$ cat src/rtl/ram_pkg.sv
// Shared constants for the 8x16 dual-port RAM and its read/write engines,
// plus the state encoding of the burst reader FSM.
package ram_pkg;

  localparam int unsigned RAM_WIDTH = 16;
  localparam int unsigned RAM_DEPTH = 8;
  localparam int unsigned ADDR_SIZE = 3;

  typedef enum logic [1:0] {
    StIdle,
    StIssue,
    StDrain,
    StFinish
  } rd_state_e;

endpackage

$ cat src/rtl/ram_skid_fifo2.sv
// Two-entry FIFO that absorbs read data while the stream consumer stalls.
// Ports:
//   clk, clr_n - clock and asynchronous active-low reset
//   i_push     - write i_data into the tail
//   i_data     - entry to store
//   i_pop      - remove the head entry
//   o_count    - current occupancy (0..2)
//   o_head     - head entry, meaningful only while o_count != 0
module ram_skid_fifo2 #(
  parameter int unsigned Width = 17
) (
  input  logic             clk,
  input  logic             clr_n,
  input  logic             i_push,
  input  logic [Width-1:0] i_data,
  input  logic             i_pop,
  output logic [1:0]       o_count,
  output logic [Width-1:0] o_head
);

  logic [Width-1:0] r_mem [2];
  logic             r_rd_ptr;
  logic             r_wr_ptr;
  logic [1:0]       r_count;
  logic             w_pop;
  logic             w_push;

  // A full FIFO still accepts a push when the head leaves in the same cycle.
  assign w_pop  = i_pop & (r_count != 2'd0);
  assign w_push = i_push & ((r_count != 2'd2) | w_pop);

  always_ff @(posedge clk or negedge clr_n) begin
    if (!clr_n) begin
      r_mem[0] <= '0;
      r_mem[1] <= '0;
      r_rd_ptr <= 1'b0;
      r_wr_ptr <= 1'b0;
      r_count  <= 2'd0;
    end else begin
      if (w_push) begin
        r_mem[r_wr_ptr] <= i_data;
        r_wr_ptr        <= ~r_wr_ptr;
      end
      if (w_pop) begin
        r_rd_ptr <= ~r_rd_ptr;
      end
      r_count <= r_count + {1'b0, w_push} - {1'b0, w_pop};
    end
  end

  assign o_count = r_count;
  assign o_head  = r_mem[r_rd_ptr];

endmodule

$ cat src/rtl/ram_burst_reader.sv
// Self-sequencing burst reader for the 8x16 RAM read port. A command
// (base_addr, len) issues up to RAM_DEPTH reads with wrapping addresses and
// returns the words as a valid/ready stream through a two-entry buffer.
// Ports:
//   clk, clr_n          - read clock and asynchronous active-low reset
//   start, base_addr    - burst request and first address (sampled when idle)
//   len                 - word count, 0 = empty burst, clipped to RAM_DEPTH
//   re, rd_addr         - RAM read port
//   ram_dout            - RAM read data, valid the cycle after re
//   m_valid, m_data,
//   m_last, m_ready     - output stream
//   busy, done          - burst in progress / one-cycle completion pulse
module ram_burst_reader
  import ram_pkg::*;
(
  input  logic                 clk,
  input  logic                 clr_n,
  input  logic                 start,
  input  logic [ADDR_SIZE-1:0] base_addr,
  input  logic [ADDR_SIZE:0]   len,
  output logic                 re,
  output logic [ADDR_SIZE-1:0] rd_addr,
  input  logic [RAM_WIDTH-1:0] ram_dout,
  output logic                 m_valid,
  output logic [RAM_WIDTH-1:0] m_data,
  output logic                 m_last,
  input  logic                 m_ready,
  output logic                 busy,
  output logic                 done
);

  localparam logic [ADDR_SIZE:0] MaxLen = (ADDR_SIZE + 1)'(RAM_DEPTH);
  localparam logic [ADDR_SIZE:0] OneLen = (ADDR_SIZE + 1)'(1);

  rd_state_e            r_state;
  logic [ADDR_SIZE-1:0] r_addr;
  logic [ADDR_SIZE-1:0] r_rd_addr;
  logic [ADDR_SIZE:0]   r_remain;
  logic [1:0]           r_inflight;
  logic                 r_re_q;
  logic                 r_re_last_q;
  logic                 r_busy;
  logic                 r_done;

  logic [1:0]           w_count;
  logic [RAM_WIDTH:0]   w_head;
  logic                 w_pop;
  logic [2:0]           w_occ_sum;
  logic                 w_credit;
  logic                 w_re;
  logic                 w_issue_last;
  logic [ADDR_SIZE:0]   w_eff_len;

  assign w_eff_len = (len > MaxLen) ? MaxLen : len;

  assign m_valid = (w_count != 2'd0);
  assign m_data  = w_head[RAM_WIDTH-1:0];
  // Gate with valid so a stale flag in the idle slot never shows.
  assign m_last  = w_head[RAM_WIDTH] & m_valid;
  assign w_pop   = m_valid & m_ready;

  // Buffered plus outstanding words may never exceed the two buffer slots;
  // a pop this cycle frees a slot for a read issued in the same cycle.
  assign w_occ_sum    = {1'b0, w_count} + {1'b0, r_inflight} - {2'b00, w_pop};
  assign w_credit     = (w_occ_sum < 3'd2);
  assign w_re         = (r_state == StIssue) & w_credit;
  assign w_issue_last = w_re & (r_remain == OneLen);

  assign re      = w_re;
  assign rd_addr = w_re ? r_addr : r_rd_addr;
  assign busy    = r_busy;
  assign done    = r_done;

  always_ff @(posedge clk or negedge clr_n) begin
    if (!clr_n) begin
      r_state     <= StIdle;
      r_addr      <= '0;
      r_rd_addr   <= '0;
      r_remain    <= '0;
      r_inflight  <= 2'd0;
      r_re_q      <= 1'b0;
      r_re_last_q <= 1'b0;
      r_busy      <= 1'b0;
      r_done      <= 1'b0;
    end else begin
      // Read data lands one cycle after re; r_re_q marks it for the buffer.
      r_re_q      <= w_re;
      r_re_last_q <= w_issue_last;
      r_inflight  <= r_inflight + {1'b0, w_re} - {1'b0, r_re_q};
      if (w_re) begin
        r_rd_addr <= r_addr;
      end
      r_done <= 1'b0;

      unique case (r_state)
        StIdle: begin
          if (start) begin
            if (w_eff_len != '0) begin
              r_addr   <= base_addr;
              r_remain <= w_eff_len;
              r_busy   <= 1'b1;
              r_state  <= StIssue;
            end else begin
              r_done  <= 1'b1;
              r_state <= StFinish;
            end
          end
        end
        StIssue: begin
          if (w_re) begin
            r_addr   <= r_addr + ADDR_SIZE'(1);
            r_remain <= r_remain - OneLen;
            if (r_remain == OneLen) begin
              r_state <= StDrain;
            end
          end
        end
        StDrain: begin
          if (r_inflight == 2'd0 && w_count == 2'd0) begin
            r_busy  <= 1'b0;
            r_done  <= 1'b1;
            r_state <= StFinish;
          end
        end
        StFinish: begin
          r_state <= StIdle;
        end
        default: begin
          r_state <= StIdle;
        end
      endcase
    end
  end

  ram_skid_fifo2 #(
    .Width(RAM_WIDTH + 1)
  ) u_fifo (
    .clk    (clk),
    .clr_n  (clr_n),
    .i_push (r_re_q),
    .i_data ({r_re_last_q, ram_dout}),
    .i_pop  (w_pop),
    .o_count(w_count),
    .o_head (w_head)
  );

endmodule

$ cat config.mk
export PLATFORM = sky130hd
export DESIGN_NAME = ram_burst_reader
export DESIGN_NICKNAME = d
export VERILOG_FILES = /design/src/rtl/ram_pkg.sv /design/src/rtl/ram_skid_fifo2.sv /design/src/rtl/ram_burst_reader.sv
export SDC_FILE = /design/constraint.sdc
export NUM_CORES = 1
export LEC_CHECK = 0
export ABC_AREA = 1
export CORE_MARGIN = 3
export CORE_UTILIZATION = 52
export DETAILED_ROUTE_END_ITERATION = 7
export PLACE_DENSITY_LB_ADDON = 0.08
export RECOVER_POWER = 25
export SLEW_MARGIN = 20
export SYNTH_ARGS = -nofsm -noshare
export SYNTH_HDL_FRONTEND = slang
export SYNTH_SLANG_ARGS = --single-unit
$ cat constraint.sdc
create_clock -name clk -period 2.8 [get_ports clk]
set_clock_uncertainty 0.05 [all_clocks]
set_input_delay 0.56 -clock clk [delete_from_list [all_inputs] [get_ports clk]]
set_output_delay 0.56 -clock clk [all_outputs]
set_load 0.005 [all_outputs]
* Word-level counts from Yosys, hierarchy flattened
Cells that the tools add are included.
W data, S select, Z words.
** Storage, ports and cells
- Flip-flop bits (word level) :: 56
- Output and inout bits :: 24
- Input port bits :: 27
** Cells by class
- Multiplexer cells :: 30
- Reductions and logical operators :: 12
- Bitwise operators :: 11
- Equality and inequality tests :: 10
- Add/subtract/negate cells :: 8
- Order comparisons :: 5
** Operators with widths (number)
- $mux W17 :: 4
- $bwmux W34 :: 1
- $demux W17 S1 :: 1
- $mux W4 :: 4
- $mux W3 :: 4
- $reduce_and A4 Y1 :: 3
- $mux W2 :: 5
- $ne A2 B2 Y1 const B :: 5
- $pmux W2 S4 :: 1
- $pmux W4 S2 :: 1
- $and A1 B1 Y1 :: 6
- $logic_not A2 Y1 :: 3
- $mux W1 :: 6
- $pmux W3 S2 :: 1
- $reduce_bool A2 Y1 :: 3
- $add A2 B1 Y2 :: 2
- $eq A2 B2 Y1 const B :: 2
- $eq A4 B1 Y1 const B :: 1
- $ge A2 B2 Y1 const B :: 2
- $gt A4 B4 Y1 const B :: 1
- $not A1 Y2 :: 2
- $pmux W1 S2 :: 2
- $reduce_bool A4 Y1 :: 1
- $sub A2 B1 Y2 :: 2
- other kinds (11) :: 13

* Logic depth before layout (Yosys ltp)
- Depth after elaboration :: 7
- Gate-level depth with buffers :: 14

* Cells and area by module
Synthesis repeated with hierarchy kept, for this count alone.
** Unflattened totals
- Cells, all modules :: 378
- Area total of the unflattened synthesis :: 3078.0 µm²
** Modules (own cells, without submodules)
- ram_skid_fifo2 :: area each 1918.1 µm², cells each 228, instances 1
- ram_burst_reader :: area each 1159.9 µm², cells each 150, instances 1

* Worst setup path before layout
OpenSTA, ideal clock, no wires.
- Kind :: input to output
- Start :: input port m_ready
- End :: output port rd_addr[0]
- Required time :: 2.190 ns
- Stages :: 10
- Path slack :: 0.095 ns
- Arrival :: 2.095 ns
- Cells stage by stage :: inv_1 nor2_1 ha_1 inv_1 nand2_1 fa_1 nand4_1 inv_1 nand2_1 nand2_1
** Between the ends
- Cells in the longest elaborated chain, start to end :: 5
** Ends and longest elaborated chain
- start, declared :: RTL line ram_burst_reader.sv:27 : input logic m_ready,
- $and A1 B1 Y1 :: RTL line ram_burst_reader.sv:60 : assign w_pop = m_valid & m_ready;
- $sub A3 B1 Y3 :: RTL line ram_burst_reader.sv:64 : assign w_occ_sum = {1'b0, w_count} + {1'b0, r_inflight} - {2'b00, w_pop};
- $lt A3 B2 Y1 :: RTL line ram_burst_reader.sv:65 : assign w_credit = (w_occ_sum < 3'd2);
- $and A1 B1 Y1 :: RTL line ram_burst_reader.sv:66 : assign w_re = (r_state == StIssue) & w_credit;
- net re :: RTL line ram_burst_reader.sv:21 : output logic re,
- $mux W3
- end, declared :: RTL line ram_burst_reader.sv:22 : output logic [ADDR_SIZE-1:0] rd_addr,
The timed path passes the listed nets, and every way through them passes these cells.

* Final worst setup path
- Start :: register u_fifo.r_count[0] (netlist: u_fifo.o_count[0])
- End :: output port rd_addr[1]
** Between the ends
- Cells in the longest elaborated chain, start to end :: 6
- Elaborated cells on any way between the ends :: 7
** Ends and longest elaborated chain
- start, declared :: RTL line ram_skid_fifo2.sv:24 : logic [1:0] r_count;
- start signal, assigned :: RTL line ram_skid_fifo2.sv:47 : r_count <= r_count + {1'b0, w_push} - {1'b0, w_pop};
- parallel branches: the longest is 2 deep, another holds $add A2 B2 Y3
- $sub A3 B1 Y3 (*) :: RTL line ram_burst_reader.sv:64
- $lt A3 B2 Y1 (*) :: RTL line ram_burst_reader.sv:65
- $and A1 B1 Y1 (*) :: RTL line ram_burst_reader.sv:66
- $mux W3 (*)
Every way passes the cells marked *.

==> flow_metrics.py <==
metrics = {
    "die": {
        "die_h_um": 79.8,
        "initial_core_util": 0.545,
        "io_pins": 51,
        "coreArea_sq_um": 5200,
        "row_count": 26,
        "dieArea_sq_um": 6370,
        "die_w_um": 79.8,
    },
    "cts": {
        "clockBufferDepth": 2,
        "ctsHoldBuffers": 0,
        "cts_buffers": 5,
        "cts_root_buf": "clkbuf_8",
        "htreeDepth": 2,
        "cts_tree": "yes",
        "clk_pin_slew_ns": 0.09,
        "cts.sinks": 56,
        "clock_latency_ns": 0.30,
    },
    "setup_path": {
        "crit_required_ns": 2.19,
        "cp_num_buf_inv": 5,
        "crit_fanout": 4,
        "crit_slowest_cell": "fa_2",
        "end_kind": "output port",
        "critPathMostFrequentCell": "nand2_2",
        "cp_top_family": "adder cells",
        "worstSetupPathType": "register to output port",
        "crit_chain": "buf_4 > inv_4 > ha_4 > inv_2 > nand2_2 > fa_2 > nand4_1 > buf_4 > nand2_2 > nand2_2 > buf_2",
        "critical_path.startpoint_type": "register",
        "critPathMaxStageDelay_ns": 0.55,
        "cp.arrival_ns": 2.37,
    },
    "place": {
        "gp_congestion": 0.855,
        "port_buffers": 50,
        "dpl.hpwl_mm": 4.02,
    },
    "timing": {
        "max-slew-margin-rel": 0.270,
        "rsz0062_at_grt": "yes",
        "hold_violations": 0,
        "post-route-period-util": 1.06,
        "setup_viol": 4,
        "setup_slack_ns": -0.181,
        "layout_min_cycle_time_ns": 2.98,
        "fin_tns_setup_ns": -0.618,
        "max_freq_mhz": 335,
        "tightestPinTransition_ns": 1.09,
        "finalMaxSlewViolations": 0,
        "hold_slack_ns": 0.324,
    },
    "route": {
        "routed_wl_mm": 5.74,
        "first_pass_iters": 4,
        "vias": 2328,
        "wl_per_cell_um": 11.7,
        "drt_iter0_markers": 109,
        "vias_per_cell": 4.76,
        "drc": 0,
        "ant_nets": 0,
    },
    "grt": {
        "antenna_found_initial": 0,
        "grt.total_usage": 0.203,
        "grt_overflow": 0,
        "grt_pass1_wl_mm": 10.3,
        "grt_pass1_vias": 2300,
        "grt_start_max_net_pins": 35,
    },
    "logic_synthesis": {
        "ys_seq_elements": 56,
        "syn_area_per_cell_sq_um": 8.17,
        "seq_area_frac_synth": 0.494,
        "ys_types": 27,
        "synth_top_area_share": 0.494,
        "synth.top_cells.by_area": "dfrtp_1, nand2_1, inv_1",
        "yosys_warnings": 0,
        "netlist_instances": 347,
        "yosysTopAreaCell": "dfrtp_1",
        "synth_nets": 386,
        "netlist_area_sq_um": 2840,
    },
    "pwr": {
        "netSwitchingPower_mw": 1.62,
        "p_sw_frac": 0.388,
        "p_leak_nw": 1.93,
        "internal-power_mw": 2.56,
        "power.density_nw_per_um2": 1140,
        "pwr-share-clk": 0.099,
        "p_comb_frac": 0.563,
        "p_seq_frac": 0.338,
        "peakVddDrop_v": 0.000718,
    },
    "cells_and_area": {
        "drive_gt1_frac": 0.186,
        "diodes": 0,
        "final_nets": 458,
        "final_common_cell": "nand2_1",
        "nFillCells": 449,
        "area_growth_pct": 30.0,
        "final_cell_mix": "nand2_1, dfrtp_1, clkdlybuf4s50_1",
    },
    "worst_hold_path": {
        "worstHoldPathType": "primary input to async pin",
    },
    "outcome": {
        "violations": "negative setup slack",
        "status": "complete, but fails checks",
    },
    "flow_run": {
        "timing.max_cap.violations": 0,
    },
}
[worst register-to-register path, delay by kind of cell (launching register included)]
kind | cells | cell delay, ns
adders and majority gates | 3 | 0.75
buffers and inverters | 8 | 0.74
DFF | 1 | 0.42
xor gates and xnor gates | 2 | 0.36
and+or+nand+nor | 3 | 0.25
[timing repair]
action / CTS / global route
resized for setup: 37 / 8
hold endpoints to repair: 0 / 0
buffers inserted: 13 / 5
pin swaps: 8 / 6
endpoints found under the setup margin: 5 / 6
[state kept, by name (all words and copies together) (netlist names), 2 cells and up]
name	cells
r_inflight	2
u_fifo.o_count	2
u_fifo.r_mem	34
r_addr	3
r_remain	4
r_rd_addr	3
r_state	2
[Yosys cell counts]
library cell and count:
nand2_1 143, dfrtp_1 56, inv_1 41, o21ai_0 22, o21ai_2 17, ha_1 11
nor2_1 11, nand3_1 10, buf_2 6, buf_6 4, nand2_2 4, a21oi_1 3
xor2_1 3, o21bai_1 2, xnor2_1 2, a31oi_1 1, buf_1 1, clkbuf_1 1
clkinv_1 1, fa_1 1, inv_2 1, nand3_2 1, nand4_1 1, nor2_2 1
o21ai_1 1, or2_1 1, or2_2 1
[per-layer routing]
| metal | vias up | GRT usage | part of all wire |
|---|---|---|---|
| met5 | - | 0 | 0 |
| li1 | 1209 | - | - |
| met4 | 0 | 0.0574 | 0.012 |
| met2 | 51 | 0.351 | 0.48 |
| met3 | 8 | 0.0305 | 0.046 |
| met1 | 1060 | 0.265 | 0.46 |
[power by group through the flow]
stage	sequential, mW	clock [mW]	combinational [mW]
CTS	1.41	0.437	2.33
finish	1.41	0.417	2.36
global route	1.47	0.471	2.69
global placement	1.40	0	2.05
floorplan	1.36	0	1.26
detailed placement	1.41	0	2.12
[stage by stage]
step                utilization  setup WS, ns  std cells  area (sq um)  power (mW)
global route              0.708        -0.334        489          3690        4.62
finish                    0.708        -0.181        489          3690        4.19
global placement          0.666        -0.803        471          3470        3.45
CTS                       0.706        -0.169        490          3680        4.17
floorplan                     -        0.0949        347          2840        2.62
detailed placement        0.666        -0.866        471          3470        3.52
[cell type report]
class                   count  area (sq um)  area share
multi-input cells         236          1240       0.338
repair buffers             77           707       0.192
well taps                  70          87.6      0.0238
clock inverters             2          12.5     0.00339
clock buffers               5          68.8      0.0187
flip-flops and latches     56          1400       0.380
inverters                  43           164      0.0445
[cell families (layout without fill, tap and decap cells)]
kind of cell	count (synthesis)	after routing	synth area share
and+or+nand+nor	173	173	0.243
DFF	56	56	0.494
buffers and inverters	55	127	0.0860
AOI/OAI and AO/OA	46	46	0.106
adders and majority gates	12	12	0.0556
xor gates and xnor gates	5	5	0.0154
[final timing paths]
check	cells after the start	from	slack (ns)	endpoint
worst max-delay path	11	u_fifo.o_count[0]	-0.18	rd_addr[1]
worst min register to register	2	u_fifo.r_mem[31]	0.44	u_fifo.r_mem[31]
min in group clk	2	u_fifo.r_mem[31]	0.44	u_fifo.r_mem[31]
worst min-delay path	1	clr_n	0.32	u_fifo.r_mem[17]
max in group asynchronous	2	clr_n	0.87	r_remain[0]
worst max register to register	16	u_fifo.o_count[0]	0.15	r_inflight[1]
(Power assumes the default switching activity.)
